`src/rtl/crypto_wallet_io_pio.sv`:
```
// Key/switch/LED parallel I/O block for the crypto_wallet system.
// Raw key and switch pins are synchronised, debounced and edge-captured.
// Captured edges that are enabled in the mask drive a level interrupt.
// The LED register can be written directly or through set/clear aliases.
module crypto_wallet_io_pio #(
    parameter int                 N_KEY      = 2,
    parameter int                 N_SW       = 4,
    parameter int                 N_LED      = 8,
    parameter int                 DEB_CYCLES = 50000,
    parameter int                 KEY_EDGE   = 0,
    parameter int                 SW_EDGE    = 2,
    parameter logic [N_LED-1:0]   LED_RESET  = '0
) (
    input  logic                  clk_clk,
    input  logic                  reset_reset,
    input  logic [2:0]            avs_address,
    input  logic                  avs_read,
    input  logic                  avs_write,
    input  logic [31:0]           avs_writedata,
    output logic [31:0]           avs_readdata,
    input  logic [N_KEY-1:0]      key_in,
    input  logic [N_SW-1:0]       sw_in,
    output logic [N_LED-1:0]      led_out,
    output logic                  irq
);

    localparam int N_IN = N_KEY + N_SW;
    localparam int CW   = $clog2(DEB_CYCLES + 3);
    localparam logic [CW-1:0] DEB_LAST = CW'(DEB_CYCLES - 1);
    localparam logic [CW-1:0] ARM_DONE = CW'(DEB_CYCLES + 2);
    localparam logic [31:0] PARAMS_WORD = {(DEB_CYCLES >= 2) ? 8'd1 : 8'd0,
                                           8'(N_LED), 8'(N_SW), 8'(N_KEY)};

    localparam logic [2:0] A_DATA_IN = 3'd0;
    localparam logic [2:0] A_LED     = 3'd1;
    localparam logic [2:0] A_LED_SET = 3'd2;
    localparam logic [2:0] A_LED_CLR = 3'd3;
    localparam logic [2:0] A_MASK    = 3'd4;
    localparam logic [2:0] A_EDGE    = 3'd5;
    localparam logic [2:0] A_PARAMS  = 3'd6;

    logic [N_IN-1:0]  raw;
    logic [N_IN-1:0]  sync_p0;
    logic [N_IN-1:0]  sync_p1;
    logic [N_IN-1:0]  deb;
    logic [CW-1:0]    deb_cnt [N_IN];
    logic [N_IN-1:0]  prev;
    logic [N_IN-1:0]  edges;
    logic [N_IN-1:0]  w1c;
    logic [N_IN-1:0]  edge_cap;
    logic [N_IN-1:0]  edge_cap_next;
    logic [N_IN-1:0]  mask;
    logic [N_IN-1:0]  mask_next;
    logic [N_LED-1:0] led_next;
    logic [CW-1:0]    arm_cnt;
    logic             armed;
    logic [31:0]      rd_mux;
    logic             unused_wdata;

    // Keys occupy the low bits, switches sit directly above them.
    assign raw          = {sw_in, key_in};
    assign unused_wdata = ^avs_writedata;

    // Edge qualification for one bit: 0 falling, 1 rising, anything else both.
    function automatic logic edge_of(input int mode, input logic p, input logic d);
        case (mode)
            0:       edge_of = p & ~d;
            1:       edge_of = ~p & d;
            default: edge_of = p ^ d;
        endcase
    endfunction

    // Two-flop synchroniser for every input pin.
    always_ff @(posedge clk_clk) begin
        if (reset_reset) begin
            sync_p0 <= '0;
            sync_p1 <= '0;
        end else begin
            sync_p0 <= raw;
            sync_p1 <= sync_p0;
        end
    end

    // Per-bit debounce: the synced value must differ from the debounced value for DEB_CYCLES cycles.
    always_ff @(posedge clk_clk) begin
        if (reset_reset) begin
            deb <= '0;
            for (int i = 0; i < N_IN; i++) deb_cnt[i] <= '0;
        end else begin
            for (int i = 0; i < N_IN; i++) begin
                if (sync_p1[i] == deb[i]) begin
                    deb_cnt[i] <= '0;
                end else if (deb_cnt[i] == DEB_LAST) begin
                    deb[i]     <= sync_p1[i];
                    deb_cnt[i] <= '0;
                end else begin
                    deb_cnt[i] <= deb_cnt[i] + 1'b1;
                end
            end
        end
    end

    // Arming timer; armed is registered one cycle after the count saturates so the
    // edge produced by the first debounce settle after reset is never captured.
    always_ff @(posedge clk_clk) begin
        if (reset_reset) begin
            arm_cnt <= '0;
            armed   <= 1'b0;
        end else begin
            if (arm_cnt != ARM_DONE) arm_cnt <= arm_cnt + 1'b1;
            armed <= (arm_cnt == ARM_DONE);
        end
    end

    // Next-state for edge capture, mask and LEDs; a new edge overrides a same-cycle W1C.
    always_comb begin
        edges = '0;
        for (int i = 0; i < N_IN; i++) begin
            edges[i] = armed & edge_of((i < N_KEY) ? KEY_EDGE : SW_EDGE, prev[i], deb[i]);
        end
        w1c           = (avs_write && avs_address == A_EDGE) ? avs_writedata[N_IN-1:0] : '0;
        edge_cap_next = (edge_cap & ~w1c) | edges;
        mask_next     = (avs_write && avs_address == A_MASK) ? avs_writedata[N_IN-1:0] : mask;
        led_next      = led_out;
        if (avs_write) begin
            case (avs_address)
                A_LED:     led_next = avs_writedata[N_LED-1:0];
                A_LED_SET: led_next = led_out | avs_writedata[N_LED-1:0];
                A_LED_CLR: led_next = led_out & ~avs_writedata[N_LED-1:0];
                default:   led_next = led_out;
            endcase
        end
    end

    // Control state: previous debounced value, captured edges, mask, LEDs and interrupt.
    always_ff @(posedge clk_clk) begin
        if (reset_reset) begin
            prev     <= '0;
            edge_cap <= '0;
            mask     <= '0;
            led_out  <= LED_RESET;
            irq      <= 1'b0;
        end else begin
            prev     <= deb;
            edge_cap <= edge_cap_next;
            mask     <= mask_next;
            led_out  <= led_next;
            irq      <= |(edge_cap_next & mask_next);
        end
    end

    // Read mux built from current (pre-write) register values.
    always_comb begin
        rd_mux = '0;
        case (avs_address)
            A_DATA_IN:                   rd_mux[N_IN-1:0]  = deb;
            A_LED, A_LED_SET, A_LED_CLR: rd_mux[N_LED-1:0] = led_out;
            A_MASK:                      rd_mux[N_IN-1:0]  = mask;
            A_EDGE:                      rd_mux[N_IN-1:0]  = edge_cap;
            A_PARAMS:                    rd_mux            = PARAMS_WORD;
            default:                     rd_mux            = '0;
        endcase
    end

    // Registered read data with fixed one-cycle latency; zero when no read is issued.
    always_ff @(posedge clk_clk) begin
        if (reset_reset) begin
            avs_readdata <= '0;
        end else begin
            avs_readdata <= avs_read ? rd_mux : 32'd0;
        end
    end

endmodule

```
`config.mk`:
```
export PLATFORM = sky130hd
export DESIGN_NAME = crypto_wallet_io_pio
export DESIGN_NICKNAME = d
export VERILOG_FILES = /design/src/rtl/crypto_wallet_io_pio.sv
export SDC_FILE = /design/constraint.sdc
export NUM_CORES = 1
export LEC_CHECK = 0
export BUFFER_PORTS_ARGS = -buffer_cell sky130_fd_sc_hd__buf_2
export CAP_MARGIN = 20
export CORE_MARGIN = 2
export CORE_UTILIZATION = 50
export DETAILED_ROUTE_END_ITERATION = 10
export PLACE_DENSITY = 0.68
export SYNTH_ARGS = -nofsm -noshare
export SYNTH_HDL_FRONTEND = slang
export SYNTH_SLANG_ARGS = --single-unit
```
`constraint.sdc`:
```
create_clock -name clk_clk -period 2.1 [get_ports clk_clk]
set_clock_uncertainty 0.05 [all_clocks]
set_input_delay 0.21 -clock clk_clk [delete_from_list [all_inputs] [get_ports clk_clk]]
set_output_delay 0.21 -clock clk_clk [all_outputs]
set_load 0.03 [all_outputs]
```
; ---- Yosys cells after proc, flatten, opt, wreduce, memory -nomap -nowiden
; Memory sizes are Yosys's and may differ from the RTL's.
; Index checks and enable logic that the tools add are counted.
[totals]
ram_bits = 96
input_bits = 45
memories = 1
output_inout_bits = 41
elab_cells = 198
ff_bits = 94
[mem_list]
columns = name, words, word_bits, rd, rd_ports_with_merged_regs, wr, line
row1 = deb_cnt, 6, 16, 6, 0, 6, 46  ; logic [CW-1:0] deb_cnt [N_IN];
[op_classes]
reduce_logical = 15
n_bitwise = 47
addsub = 7
muxes = 91
eq_ne = 20
[op_table]
columns = operator, count
row1 = $mux W16, 18
row2 = $add A16 B1 Y16 const B, 7
row3 = $eq A16 B16 Y1 const B, 7
row4 = $mux W1, 68
row5 = $pmux W6 S5, 1
row6 = $pmux W8 S3, 1
row7 = $or A1 B1 Y1, 18
row8 = $mux W17, 1
row9 = $ne A16 B16 Y1 const B, 1
row10 = $reduce_and A2 Y1, 7
row11 = $and A6 B6 Y6, 2
row12 = $mux W6, 2
row13 = $not A1 Y1, 10
row14 = $eq A3 B3 Y1 const B, 3
row15 = $and A1 B1 Y1, 8
row16 = $and A8 B8 Y8, 1
row17 = $not A8 Y8, 1
row18 = $or A8 B8 Y8, 1
row19 = $eq A1 B1 Y1, 6
row20 = $eq A3 B2 Y1 const B, 2
row21 = $not A6 Y6, 1
row22 = $or A6 B6 Y6, 1
row23 = $reduce_or A3 Y1, 2
row24 = $reduce_or A6 Y1, 1
row25 = other kinds (6), 10

; ---- Depth between registers and ports, before layout
; Gate-level depths: netlist of run 1.
[logic_depth]
word_depth = 8
ltp_mapped = 9
mapped_depth_nobuf = 7

; ---- Worst setup path after synthesis of run 1
; OpenSTA, ideal clock, no wires.
[synth_timing]
kind = register to register
from = memory deb_cnt[5][0] (netlist bit)
to = memory deb_cnt[5][12] (netlist bit) (data pin)
path_buffers = 2
setup_ps = 254
slack_ps = 35
path_stages_with_launch = 9
synth_period_minus_slack_ps = 2065
arrival_ps = 1761
required_ps = 1796
path_cell_list = edfxtp_1 ha_1 nand3_2 or4_1 nor4_2 or3_1 buf_6 buf_12 nor2_1
[synth_lines]
columns = element, line
row1 = "start, declared", 46

==> flow_metrics.tcl, run 1 <==
set metrics [dict create \
    run_status "complete, no violations" \
    grt_usage_pct 17.7 \
    design.die.area_mm2 0.0171 \
    criticalPathCategory "reg -> reg" \
    max_stage_delay_ns 0.49 \
    route.detailed.vias_per_inst 4.77 \
    critical_path.cell_chain "ha_4 -> nand3_2 -> or4_4 -> nor4_4 -> or3_4 -> buf_6 -> nor2_1" \
    synth.yosys.warnings 0 \
    io_pins 86 \
    clk_root_buffer_cell "clkbuf_16" \
    rsz_0062_raised_after_global_routing "yes" \
    post-layout-total-power_mw 6.98 \
    min_period_ns 2.06 \
    critical_path_peak_fanout 8 \
    synth_largest_area_cell "edfxtp_1" \
    timing.critical_path.max_delay_family "simple AND/OR/NAND/NOR gates" \
    drt_first_iter_violations 313 \
    tightest_slew_ns 0.558 \
    timing.fmax_mhz 486 \
    average_cell_area_after_synthesis_um2 10.0 \
    drv_slew 0 \
    clk_pin_slew_worst_paths_ns 0.06 \
    globalRoute.totalOverflow 0 \
    critPathRequiredTime_ns 2.22 \
    synth_ff_type "edfxtp_1" \
    clock_tree.buffer_depth 2 \
    vias 5730 \
    drc 0 \
    slew-limit-headroom_pct 62.8 \
    ctsHtreeMaxLevel 4 \
    timing.reg2reg.setup_slack_ns 0.04 \
    drt-wirelength-per-cell_um 12.0 \
    grt_pass1_wl_um 23800 \
    postSynth.asyncResetShare_pct 0 \
    synth.most_common_cell "nor2_1" \
    reported_leakage_power_nw 3.62 \
    synthDominantCellAreaShare_pct 35.9 \
    design.core.area_mm2 0.0158 \
    synth-seq-area-share_pct 53.6 \
    netlist-cell-type-count 50 \
    number_of_global_route_vias_before_repair 5109 \
    worst-path-buf-inv 1 \
    gpl.final_weighted_congestion 0.808 \
    fp.dieW_um 131 \
    antenna_found_initial 2 \
    cp-start-kind "register" \
    final_net_count 1023 \
    cts_tree "built" \
    vdd.ir_drop.worst_v 0.000537 \
    die-height_um 131 \
    critPathArrivalTime_ns 2.17 \
    tritoncts.num_buffers 17 \
    detailedRoute.firstPassIterationCount 4 \
    place_hpwl_um 10300 \
    worstSkewPairLatency_ns 0.42 \
    layout-drive-gt1-share_pct 11.1 \
    area_delta_synth_final_pct 19.1 \
    drv_cap 0 \
    syn_inst 802 \
    final_hold_viol_count 0 \
    worst_hold_slack_ns 0.0195 \
    std_cell_rows 46 \
    setup_viol 0 \
    netlist_area_mm2 0.00803 \
    largest_net_degree_at_the_start_of_global_routing 25 \
    worst_hold_path_type "in -> reg" \
    starting_utilization_of_the_core_area_pct 50.9 \
    finalCritPeriodShare_pct 97.9 \
    cpMaxStageDelayCell "or4_4" \
    endpoint_kind "register" \
    io_buffer_count 40 \
    yosys_register_bits 167 \
    antenna_left 0 \
    yosys-top-cells-area "edfxtp_1, dfxtp_1, nor2_1, xor2_1, xnor2_1" \
    synth.cells.most_frequent "nor2_1, edfxtp_1, dfxtp_1" \
    synth-edff-count 96 \
    drt-total-wl_um 14400 \
    power_per_cell_area_mw_per_mm2 731 \
    numClockSinks 167 \
]
placed cells by master (no fill, tap or decap), drive strengths merged, types with 2 or more instances in the layout:
master,n
clkinv,6
diode,2
conb,117
and3,16
a221oi,3
a22oi,4
nor2,166
dlygate4sd3,8
nand2,62
nor3b,3
and4,6
nor3,20
or3,5
nor4bb,3
and2,3
nor4,11
o21ai,11
nand3,40
o22ai,3
a21oi,17
nor2b,20
inv,17
nand2b,6
o22a,2
dfxtp,71
nor4b,2
a211oi,3
xnor2,51
nand4,26
xor2,55
clkbuf,25
buf,71
mux2i,16
ha,8
edfxtp,96
where the power goes:
group          switching (mW)  leakage [nW]  total [mW]  internal [mW]
Clock                    1.19         0.281        2.90           1.71
Combinational           0.260          1.77       0.414          0.154
Sequential              0.104          1.57        3.67           3.57
Total                    1.55          3.62        6.98           5.43
sequential cells by signal, indices dropped and copies added, names as in the netlist:
name          count
mask              6
sync_p1           6
irq               1
armed             1
avs_readdata      9
led_out           8
sync_p0           6
prev              6
deb               6
edge_cap          6
arm_cnt          16
deb_cnt          96
layer usage:
layer | part of all wire, % | track usage [%]
met1 | 50 | 24.8
met2 | 45 | 27.0
met3 | 4.6 | 4.80
met4 | 1.2 | 5.38
met5 | 0 | 0
logic make-up after synthesis:
kind of cell / synth area share (%)
adders and majority gates: 1.25
AOI/OAI and AO/OA: 3.58
other: 0.0936
DFF: 53.6
xor gates and xnor gates: 11.6
and+or+nand+nor: 23.6
buffers and inverters: 4.33
muxes: 1.99
repair_timing:
item                                    CTS  global route
hold endpoints to repair                  8             0
setup buffers                             0             3
hold buffers                              8             0
gates resized for setup                   0             8
endpoints found under the setup margin    0            16
per-stage QoR:
step / cell area [um2] / cells / utilization, % / setup TNS [ns] / worst slack [ns]
finish: 9560 / 1201 / 60.6 / 0 / 0.0433
global route: 9550 / 1199 / 60.6 / -0.537 / -0.0425
CTS: 9490 / 1196 / 60.2 / 0 / 0.0490
detailed placement: 8850 / 1156 / 56.1 / 0 / 0.0551
global placement: 8850 / 1156 / 56.1 / 0 / 0.114
floorplan: 8460 / 917 / - / 0 / 0.0351
path summary, 6_finish.rpt:
path | startpoint | end | cells past startpoint
worst max-delay path | deb_cnt[5][1] | deb_cnt[5][5] | 7
worst min-delay path | avs_writedata[4] | led_out[4] | 3
worst max register to register | deb_cnt[5][1] | deb_cnt[5][5] | 7
worst min register to register | sync_p0[1] | sync_p1[1] | 1
layout make-up:
| class | instances | area (um2) |
|---|---|---|
| clock buffer | 25 | 518 |
| antenna | 2 | 5.00 |
| sequential | 167 | 4300 |
| multi-input combinational | 689 | 3840 |
| clock inverter | 7 | 40.0 |
| inverter | 16 | 60.1 |
| timing repair buffer | 79 | 520 |
| fill | 1393 | 6210 |
| tap | 216 | 270 |
worst register-to-register path: cells and delay by family, from the launching register on:
kind | cells | cell delay (ns)
buf+inv | 1 | 0.13
flops | 1 | 0.41
simple gates | 5 | 1.06
fa+ha+maj | 1 | 0.17
Power figures use the tool's default switching activity.
==> run 2: changes to the inputs <==
Settings changed: ABC_AREA from default to 1.
==> run 2 against run 1 <==
  * Design area up 4.0%
  * Via count grew 17%
  * Worst setup slack better by 0.19 ns
  * Die area increased by 6.3%
  * Count of clock-buffer cells in the layout is 1 lower
  * Power rose by 3.3%
  * Synthesized cell count grew 27%
  * Sequential cell count did not move
  * Final cell count rose by 17%
  * Highest routed layer unchanged
  * Register-to-register slack better by 0.19 ns
==> flow_metrics.tcl, run 2 <==
set metrics [dict create \
    vias 6691 \
    grt_usage_pct 18.3 \
    worst_hold_path_type "in -> reg" \
    synth_largest_area_cell "edfxtp_1" \
    postCtsResizedCells 0 \
    worst_hold_slack_ns 0.0252 \
    antenna_found_initial 0 \
    synth-edff-count 96 \
    setup_viol 0 \
    cts_tree "built" \
    drt-total-wl_um 15900 \
    final_net_count 1220 \
    syn_inst 1016 \
    final_instance_area_mm2 0.00994 \
    tritoncts.num_buffers 17 \
    gpl.final_weighted_congestion 0.863 \
    drv_cap 0 \
    cts_hold_repair_buffers 9 \
    place_hpwl_um 11500 \
    clk_pin_slew_worst_paths_ns 0.06 \
    clk_root_buffer_cell "clkbuf_16" \
    timing.reg2reg.setup_slack_ns 0.23 \
    timing.fmax_mhz 535 \
    route.detailed.vias_per_inst 4.78 \
    synth-compound-area-share_pct 8.56 \
    tightest_slew_ns 0.556 \
    drc 0 \
    vdd.ir_drop.worst_v 0.000566 \
    regToRegEndpoint "deb_cnt[2][9]" \
    fp.dieW_um 135 \
    hold_path_depth 3 \
    average_cell_area_after_synthesis_um2 8.41 \
    globalRoute.totalOverflow 0 \
    endpoint_kind "register" \
    synth.yosys.warnings 0 \
    clock_tree.buffer_depth 2 \
    run_status "complete, no violations" \
    starting_utilization_of_the_core_area_pct 51.4 \
    timing.reg2reg.worst_path_depth 9 \
    rsz_0062_raised_after_global_routing "no" \
    drv_slew 0 \
    ctsHtreeMaxLevel 4 \
    synth.most_common_cell "nand2_1" \
    critPathRequiredTime_ns 2.22 \
    post-layout-total-power_mw 7.22 \
    area_delta_synth_final_pct 16.3 \
    reported_leakage_power_nw 4.09 \
    detailedRoute.firstPassIterationCount 5 \
    final_worst_setup_slack_ns 0.229 \
    synth-seq-area-share_pct 50.4 \
    mostFrequentLayoutCell "nand2_1" \
    worstSkewPairLatency_ns 0.42 \
    synth_top_family_by_area "simple AND/OR/NAND/NOR gates" \
    antenna-diode-count 0 \
    design.die.area_mm2 0.0182 \
    grt_pass1_wl_um 27100 \
    synth.cells.most_frequent "nand2_1, nor2_1, inv_1" \
    max_reg_flops 96 \
    mostFrequentLayoutCells "nand2_1, nor2_1, inv_1, conb_1, edfxtp_1" \
    criticalPathCategory "reg -> reg" \
    numClockSinks 167 \
    drt_first_iter_violations 441 \
    antenna_left 0 \
    finalCritPeriodShare_pct 89.1 \
    placedInstanceArea_mm2 0.00923 \
    io_pins 86 \
    number_of_global_route_vias_before_repair 6130 \
    power_per_cell_area_mw_per_mm2 726 \
    post_synth_xor_area_fraction_pct 2.46 \
    drt-wirelength-per-cell_um 11.3 \
    min_period_ns 1.87 \
    design.core.area_mm2 0.0166 \
    post_synth_mux_area_share_pct 0 \
    layout-drive-gt1-share_pct 10.8 \
    largest_net_degree_at_the_start_of_global_routing 50 \
    postSynth.asyncResetShare_pct 0 \
    netlist-cell-type-count 50 \
    timing.hold.worst_endpoint "led_out[1]" \
    critPathArrivalTime_ns 1.99 \
    place_ws_ns 0.221 \
    yosys-top-cells-area "edfxtp_1, dfxtp_1, nand2_1, nor2_1, inv_1" \
    synth_simple_gate_area_share_pct 28.3 \
    slew-limit-headroom_pct 62.9 \
    critical_path_peak_fanout 5 \
    final_hold_viol_count 0 \
    io_buffer_count 40 \
    std_cell_rows 47 \
    synth_ff_type "edfxtp_1" \
    cp-start-kind "register" \
    cts_post_setup_buffers_inserted 0 \
    die-height_um 135 \
    yosys_register_bits 167 \
    final_sum_of_negative_setup_slack_ns 0 \
    netlist_area_mm2 0.00855 \
    post_synthesis_adder_cell_area_fraction_pct 1.17 \
    crit-reg2reg-launch "deb_cnt[2][0]" \
    register_with_the_most_flip_flops "deb_cnt" \
    largest_registers "deb_cnt: 96 flops, arm_cnt: 16 flops, avs_readdata: 9 flops" \
    synthDominantCellAreaShare_pct 33.7 \
    hold_path.startpoint "avs_writedata[1]" \
]
==> run 2: area by class of cell <==
type	count	area [um2]
tap	220	275
fill	1505	6700
multi-input combinational	793	3900
inverter	133	504
timing repair buffer	55	335
clock inverter	8	52.6
sequential	167	4300
clock buffer	24	567
==> run 2: cells by family after synthesis <==
kind of cell               Yosys count
DFF                                167
buffers and inverters              171
AOI/OAI and AO/OA                  135
other                                2
xor gates and xnor gates            24
adders and majority gates            8
and+or+nand+nor                    509
==> run 2: stage by stage <==
| stage | std cells | util, % |
|---|---|---|
| after floorplan | 1131 | - |
| after global placement | 1359 | 55.5 |
| after detailed placement | 1359 | 55.5 |
| after CTS | 1400 | 59.7 |
| after global routing | 1400 | 59.7 |
| final | 1400 | 59.7 |
==> run 2: worst max path at each step <==
stage | startpoint | to | slack, ns | cells past startpoint
floorplan | deb_cnt[0][0] | deb_cnt[0][7] | 0.44 | 9
finish | deb_cnt[2][0] | deb_cnt[2][9] | 0.23 | 9
global placement | deb_cnt[2][0] | deb_cnt[2][3] | 0.25 | 9
detailed placement | deb_cnt[2][0] | deb_cnt[2][3] | 0.22 | 9
global route | deb_cnt[2][0] | deb_cnt[2][4] | 0.02 | 9
CTS | deb_cnt[2][0] | deb_cnt[2][9] | 0.21 | 9
==> run 2: per-layer routing <==
| metal | part of all wire, % | up-vias | global-route usage (%) |
|---|---|---|---|
| li1 | - | 3559 | - |
| met1 | 50 | 3001 | 24.7 |
| met2 | 46 | 115 | 29.7 |
| met3 | 3.5 | 16 | 3.19 |
| met4 | 1.3 | 0 | 6.96 |
| met5 | 0 | - | 0 |
==> run 2: worst max-delay path: stages, from the launching register on <==
cell,delay (ns)
edfxtp_1,0.38
ha_1,0.17
nand2_1,0.06
nor2_1,0.14
inv_1,0.10
nor2_1,0.11
nand3_1,0.17
nand2_1,0.21
buf_4,0.17
nor3b_1,0.05
==> run 2: report_power, final <==
group | internal [mW] | switching [mW]
clock network | 1.89 | 1.25
logic | 0.122 | 0.298
registers | 3.56 | 0.0873
